File: config.mk
export PLATFORM = sky130hd
export DESIGN_NAME = pipe_stage_buf
export DESIGN_NICKNAME = d
export VERILOG_FILES = /design/src/rtl/pipe_pkg.sv /design/src/rtl/pipe_slot.sv /design/src/rtl/pipe_stage_buf.sv
export SDC_FILE = /design/constraint.sdc
export NUM_CORES = 1
export LEC_CHECK = 0
export BUFFER_PORTS_ARGS = -buffer_cell sky130_fd_sc_hd__buf_2
export CAP_MARGIN = 20
export CORE_AREA = 2 2 186 188
export DETAILED_ROUTE_END_ITERATION = 10
export DIE_AREA = 0 0 188 190
export GPL_ROUTABILITY_DRIVEN = 0
export PLACE_DENSITY = 0.78
export SYNTH_ARGS = -nofsm -noshare
export SYNTH_HDL_FRONTEND = slang
export SYNTH_SLANG_ARGS = --single-unit
export TNS_END_PERCENT = 20
File: constraint.sdc
create_clock -name clk -period 1.5 [get_ports clk]
set_input_delay 0.075 -clock clk [delete_from_list [all_inputs] [get_ports clk]]
set_output_delay 0.075 -clock clk [all_outputs]
set_load 0.05 [all_outputs]
File: src/rtl/pipe_pkg.sv
// Shared definitions for the pipeline-stage buffer: occupancy states,
// default widths and bit positions inside the control bundle.
package pipe_pkg;

   localparam int DEFAULT_DATA_W = 160;
   localparam int DEFAULT_CTRL_W = 16;

   localparam int CTRL_REGWRITE  = 0;
   localparam int CTRL_MEMREAD   = 1;
   localparam int CTRL_MEMWRITE  = 2;
   localparam int CTRL_BRANCH    = 3;
   localparam int CTRL_ALUOP_LSB = 4;
   localparam int CTRL_ALUOP_W   = 2;

   typedef enum logic [1:0] {
      EMPTY = 2'd0,
      ONE   = 2'd1,
      TWO   = 2'd2
   } state_e;

endpackage

File: src/rtl/pipe_slot.sv
// One storage slot of the stage buffer: a load-enabled register
// that clears synchronously on reset.
module pipe_slot #(
   parameter int W = 176
) (
   input  logic         clk,
   input  logic         reset,
   input  logic         load_i,
   input  logic [W-1:0] d_i,
   output logic [W-1:0] q_o
);

   logic [W-1:0] slot_q;

   always_ff @(posedge clk) begin
      if (reset) begin
         slot_q <= '0;
      end else if (load_i) begin
         slot_q <= d_i;
      end
   end

   assign q_o = slot_q;

endmodule

File: src/rtl/pipe_stage_buf.sv
// Elastic pipeline-stage register with a 2-entry skid buffer and flush.
// Define PIPE_STAGE_PERF_CNT_EN to add saturating stall/bubble counters.
module pipe_stage_buf
   import pipe_pkg::*;
#(
   parameter int                DATA_W       = DEFAULT_DATA_W,
   parameter int                CTRL_W       = DEFAULT_CTRL_W,
   parameter logic [CTRL_W-1:0] CTRL_RST_VAL = {CTRL_W{1'b0}}
) (
   input  logic              clk,
   input  logic              reset,
   input  logic              flush,
   input  logic              in_valid,
   output logic              in_ready,
   input  logic [DATA_W-1:0] in_data,
   input  logic [CTRL_W-1:0] in_ctrl,
   output logic              out_valid,
   input  logic              out_ready,
   output logic [DATA_W-1:0] out_data,
   output logic [CTRL_W-1:0] out_ctrl,
   output logic [1:0]        occupancy
`ifdef PIPE_STAGE_PERF_CNT_EN
   ,
   output logic [31:0]       stall_cnt,
   output logic [31:0]       bubble_cnt
`endif
);

   localparam int SLOT_W = DATA_W + CTRL_W;
   localparam int MAIN   = 0;
   localparam int SKID   = 1;

   state_e            state_q, state_d;
   logic              in_ready_q;
   logic              accept, pop;
   logic              main_from_skid;
   logic [1:0]        slot_load;
   logic [SLOT_W-1:0] slot_d [2];
   logic [SLOT_W-1:0] slot_q [2];

   assign accept = in_valid & in_ready_q;
   assign pop    = out_valid & out_ready;

   always_comb begin
      state_d        = state_q;
      slot_load      = 2'b00;
      main_from_skid = 1'b0;
      case (state_q)
         EMPTY: begin
            if (accept) begin
               state_d         = ONE;
               slot_load[MAIN] = 1'b1;
            end
         end
         ONE: begin
            if (accept && pop) begin
               slot_load[MAIN] = 1'b1;
            end else if (accept) begin
               state_d         = TWO;
               slot_load[SKID] = 1'b1;
            end else if (pop) begin
               state_d = EMPTY;
            end
         end
         TWO: begin
            // in_ready is low here, so only the skid entry can move.
            if (pop) begin
               state_d         = ONE;
               slot_load[MAIN] = 1'b1;
               main_from_skid  = 1'b1;
            end
         end
         default: state_d = EMPTY;
      endcase
      if (flush) begin
         state_d   = EMPTY;
         slot_load = 2'b00;
      end
   end

   assign slot_d[MAIN] = main_from_skid ? slot_q[SKID] : {in_data, in_ctrl};
   assign slot_d[SKID] = {in_data, in_ctrl};

   generate
      for (genvar gi = 0; gi < 2; gi++) begin : gen_slot
         pipe_slot #(.W(SLOT_W)) u_slot (
            .clk    (clk),
            .reset  (reset),
            .load_i (slot_load[gi]),
            .d_i    (slot_d[gi]),
            .q_o    (slot_q[gi])
         );
      end
   endgenerate

   // in_ready is a flop of the next-state decode, never a comb path from out_ready.
   always_ff @(posedge clk) begin
      if (reset) begin
         state_q    <= EMPTY;
         in_ready_q <= 1'b1;
      end else begin
         state_q    <= state_d;
         in_ready_q <= (state_d != TWO);
      end
   end

   assign in_ready  = in_ready_q;
   assign out_valid = (state_q != EMPTY);
   assign out_data  = slot_q[MAIN][SLOT_W-1:CTRL_W];
   assign out_ctrl  = out_valid ? slot_q[MAIN][CTRL_W-1:0] : CTRL_RST_VAL;
   assign occupancy = state_q;

`ifdef PIPE_STAGE_PERF_CNT_EN
   logic [31:0] stall_cnt_q, bubble_cnt_q;

   always_ff @(posedge clk) begin
      if (reset) begin
         stall_cnt_q  <= '0;
         bubble_cnt_q <= '0;
      end else begin
         if (out_valid && !out_ready && (stall_cnt_q != 32'hFFFF_FFFF)) begin
            stall_cnt_q <= stall_cnt_q + 32'd1;
         end
         if (!out_valid && out_ready && (bubble_cnt_q != 32'hFFFF_FFFF)) begin
            bubble_cnt_q <= bubble_cnt_q + 32'd1;
         end
      end
   end

   assign stall_cnt  = stall_cnt_q;
   assign bubble_cnt = bubble_cnt_q;
`endif

endmodule

# Word-level counts from Yosys, hierarchy flattened
# Cells that the tools add are included.
# totals
register_bits	355
inputBits	181
out_inout_bits	180
# classes
reduce_logical	3
eq_ne	3
muxes	17
bitwise_logic	2
# ops
cell	n
$mux 176	1
$mux 16	1
$mux 2	7
$mux 1	6
$pmux 2 s3	1
$pmux 1 s3	1
$and 1x1->1	2
$eq 2x1->1 const B	1
$eq 2x2->1 const B	1
$logic_not 2->1	1
$ne 2x2->1 const B	1
$reduce_bool 2->1	1
$logic_and 1x1->1	1

# Logic depth before layout (Yosys ltp)
# depth
depth_word	8
mapped_depth	8
depth_no_buf	4

# By module
# Synthesis repeated with hierarchy kept, for this count alone.
# unflattened
hier_cells	1369
area_unflattened_um2	15168.3
# by_module_without_submodules
module	seq_area_each_um2	cells_per_inst	n_inst	area_per_inst_um2
pipe_slot	3523.4	568	2	6311.1
pipe_stage_buf	60.1	233	1	2546.2

# Least setup slack after synthesis
# No wires, ideal clock.
# synth_path
path_kind	register to output
from	register state_q[1], in the netlist occupancy[1]
to	output out_ctrl[10]
t_arrival_ps	1940
path_buffers	2
setup_slack_ps	-515
stages_incl_launch_ff	5
required_time_ps	1425
cell_sequence	dfxtp_1 buf_2 nor2_1 clkbuf_1 nor2b_1
# synth_via
elab_chain_len	2
# synth_rtl
item	line	source
from (decl)	pipe_stage_buf.sv:33	state_e state_q, state_d;
from (signal assigned)	pipe_stage_buf.sv:102	state_q <= state_d;
$reduce_bool 2->1	pipe_stage_buf.sv:108	assign out_valid = (state_q != EMPTY);
$mux 16	pipe_stage_buf.sv:110	assign out_ctrl = out_valid ? slot_q[MAIN][CTRL_W-1:0] : CTRL_RST_VAL;
to (decl)	pipe_stage_buf.sv:20	output logic [CTRL_W-1:0] out_ctrl,
# No other way between the ends.

# Worst setup path in the final report
# layout_path
from	register state_q[1], in the netlist occupancy[1]
to	register gen_slot[0].u_slot.slot_q[75]
# layout_via
elab_chain_len	6
# layout_rtl
item	line	source
$reduce_bool 2->1	pipe_stage_buf.sv:108	
$and 1x1->1	pipe_stage_buf.sv:42	assign pop = out_valid & out_ready;
$logic_and 1x1->1	pipe_stage_buf.sv:56	if (accept && pop) begin
$mux 1	pipe_stage_buf.sv:56	
$pmux 1 s3	pipe_stage_buf.sv:48	case (state_q)
$mux 2	pipe_stage_buf.sv:75	if (flush) begin
to (signal assigned)	pipe_slot.sv:19	slot_q <= d_i;
to (decl)	pipe_slot.sv:13	logic [W-1:0] slot_q;
# Several ways; a longest one is shown, not always the timed one.
# A chain may end at the register's enable or synchronous reset.

==> summary.md <==
| Metric | Value |
|---|---|
| Worst Path Max Fanout | `8` |
| Worst setup startpoint | `occupancy[1]` |
| HP Class | `in -> reg` |
| Syn Area/Cell | `7.73 um2` |
| Worst slew pin tran | `0.802 ns` |
| Failing checks | `hold timing, setup timing` |
| Via count | `roughly 15,000` |
| Final WS setup | `-0.397 ns` |
| Dominant cells by area after synthesis | `dfxtp_1 (47%), nand2_1 (18%), a311oi_1 (10%)` |
| Synthesized area | `15,000 um2` |
| Origin of the worst min-delay path | `in_valid` |
| Design area | `about 21,000 um2` |
| Clock input transition at the sequential cells of the worst setup and hold paths | `0.06 ns` |
| Final WL | `51.5 mm` |
| Die Width | `roughly 190 um` |
| Largest net degree at the start of global routing | `99` |
| Reg2reg end | `gen_slot[0].u_slot.q_o[75]` |
| # nets final | `2,513` |
| Drt wl/cell | `18.3 um` |
| Share of the synthesized area in the top cell type | `47.4%` |
| Tot Pwr | `24.4 mW` |
| Clk_lat worst skew | `0.52 ns` |
| Critical R2R Launch | `occupancy[1]` |
| Antenna viol nets, final | `0` |
| Slew headroom | `46.6%` |
| Row count | `68` |
| Worst Skew | `0.0113 ns` |
| Share of cells above drive strength 1 | `27.9%` |
| Initial DRC count | `1,079` |
| Via density per instance | `5.46` |
| Critical Path End Type | `register` |
| Area added between synthesis and finish | `41.8%` |
| Remaining DRCs | `0` |
| P_leak | `8.67 nW` |
| First-pass GRT wire length | `75.4 mm` |
| CTS Root Cell | `clkbuf_16` |
| Mapped Cells | `1,941` |
| Clk sinks | `~360` |
| Chip height | `190 um` |
| Dpl cell area | `16,600 um2` |
| Global route total overflow | `0` |
| Worst Setup EP | `gen_slot[0].u_slot.q_o[75]` |
| Yosys cell types | `24` |
| Synth Net Count | `2,122` |
| Peak Freq | `0.527 GHz` |
| Synthesis warning total | `0` |
| Total CTS buffers | `38` |
| Post-DP HPWL | `26.6 mm` |
| Required time of the worst setup path | `approximately 1.9 ns` |
| RSZ-0062 raised after global routing | `yes` |
| Initial Util | `approximately 44%` |
| Gr usage total | `25.7%` |
| Vias in the first global route | `approximately 15,000` |
| Crit share post-route | `126%` |
| Seq cells post-synth | `355` |
| Final setup TNS | `-55.41 ns` |
| Leading area contributor after synthesis | `dfxtp_1` |
| Port bufs | `360` |
| Max IR drop VDD | `0.000731 V` |
| Worst reg-to-reg setup slack | `-0.40 ns` |
| Critical path arrival | `2.30 ns` |
| Initial antenna violation count | `5` |
| Final hold slack | `-0.0331 ns` |
| Startpoint Class | `register` |
| Core Footprint | `roughly 34,000 um2` |
| Minimum clock period | `1.90 ns` |
| First-pass iteration count of the detailed router | `5` |
| CTS max path bufs | `3` |
| CTS tree | `done` |
| Max_cap viols | `0` |
| I/O Pins | `361` |
| Kind of critical path | `reg -> reg` |
| Final Max Slew Viols | `0` |
| Status | `complete, but fails checks` |
| Final Hold Viols | `1` |
| Final setup fails | `368` |
| Final Util | `between 60 and 70%` |
| Reg2reg path depth | `8` |
| Post-synthesis sequential area ratio | `47.4%` |
| Die ar. | `35,700 um2` |
| CTS Hold Bufs | `178` |
| PwrDens | `1150 nW/um2` |
| CTS H-tree lvls | `2` |
registers in the layout, summed over array words and instances (netlist names):
| signal | count |
|---|---|
| gen_slot.u_slot.q_o | 352 |
| occupancy | 2 |
| in_ready | 1 |
per-stage QoR:
step | std cells | worst slack (ns)
final | 2820 | -0.397
after global routing | 2818 | -0.497
after CTS | 2787 | -0.233
after detailed placement | 2519 | -0.288
after global placement | 2519 | -0.195
after floorplan | 1941 | -0.147
cell families (layout without fill, tap and decap cells):
| family | count (synthesis) | count (layout) | synth area share, % |
|---|---|---|---|
| AOI/OAI and AO/OA | 355 | 355 | 16.3 |
| buffers and inverters | 318 | 738 | 13.0 |
| DFF | 355 | 355 | 47.4 |
| muxes | 1 | 1 | 0.0667 |
| other | 0 | 4 | 0 |
| and+or+nand+nor | 912 | 912 | 23.3 |
worst max-delay path, stage by stage, from the launching register on:
cell and delay, ns:
dfxtp_4 0.36, buf_6 0.10, nand3b_1 0.18, a31oi_4 0.25
buf_8 0.18, buf_12 0.18, buf_12 0.14, nor2_2 0.05
a311oi_1 0.31
cells in the final DEF (no fill, tap or decap), types with 2 or more instances in the layout:
cell,n
nand2_1,707
dfxtp_1,352
buf_2,342
dlygate4sd3_1,178
a21oi_1,176
nor2_1,141
a311oi_1,125
clkbuf_16,56
buf_4,55
a311oi_2,51
buf_12,44
nor2_2,28
buf_6,13
nor2_4,11
buf_8,11
nor2b_2,9
clkbuf_8,9
buf_16,9
nor2b_1,8
clkinv_2,7
clkbuf_1,6
diode_2,4
clkinvlp_4,2
bufinv_16,2
bufbuf_16,2
dfxtp_4,2
worst min path at each step:
stage / end / cells past startpoint / slack (ns)
after floorplan: occupancy[1] / 1 / 0.14
after global placement: gen_slot[1].u_slot.q_o[164] / 3 / 0.33
after detailed placement: gen_slot[1].u_slot.q_o[160] / 3 / 0.33
after CTS: occupancy[0] / 3 / -0.05
after global routing: occupancy[0] / 3 / -0.04
final: occupancy[0] / 3 / -0.03
cell usage after synthesis:
library cell  number
nor2_2             1
buf_1              2
nand4bb_1          1
mux2i_1            1
a21oi_1          176
nor4_1             1
nand4_1            1
a31oi_1            1
nor2b_1           17
nand3b_1           1
nand4b_1           1
and3b_1            1
nor2_1           179
nand3_1            1
nand2_1          707
a311oi_1         177
or4_1              1
buf_2             47
buf_4            163
a21o_1             1
inv_1              1
clkbuf_1          94
dfxtp_1          355
buf_6             11
power by group:
part	internal [mW]	total (mW)	switching [mW]	leakage [nW]
clock	5.88	9.75	3.87	0.650
sequential	9.86	10.1	0.273	2.90
combinational	1.71	4.52	2.81	5.12
total	17.5	24.4	6.96	8.67
final cells by class:
type,count,area (um2)
Antenna cell,4,10.0
Clock buffer,57,1200
Clock inverter,12,119
Fill cell,2480,12700
Inverter,1,3.75
Multi-Input combinational cell,1268,6500
Sequential cell,355,7120
Tap cell,455,569
Timing Repair Buffer,668,5760
timing repair:
item | in CTS | in global routing
resized for setup | 71 | 105
endpoints found under the setup margin | 368 | 370
cloned | 14 | 14
endpoints found under the hold margin | 355 | 1
pin swaps | 27 | 134
buffers inserted | 8 | 20
routing by layer:
| metal | share of wire (%) | GRT usage, % |
|---|---|---|
| met2 | 49 | 45.7 |
| met4 | 5.6 | 13.4 |
| met3 | 8.2 | 6.14 |
| met1 | 37 | 28.6 |
| met5 | 0.025 | 0 |
No activity file was read; power rests on OpenSTA's default activity.
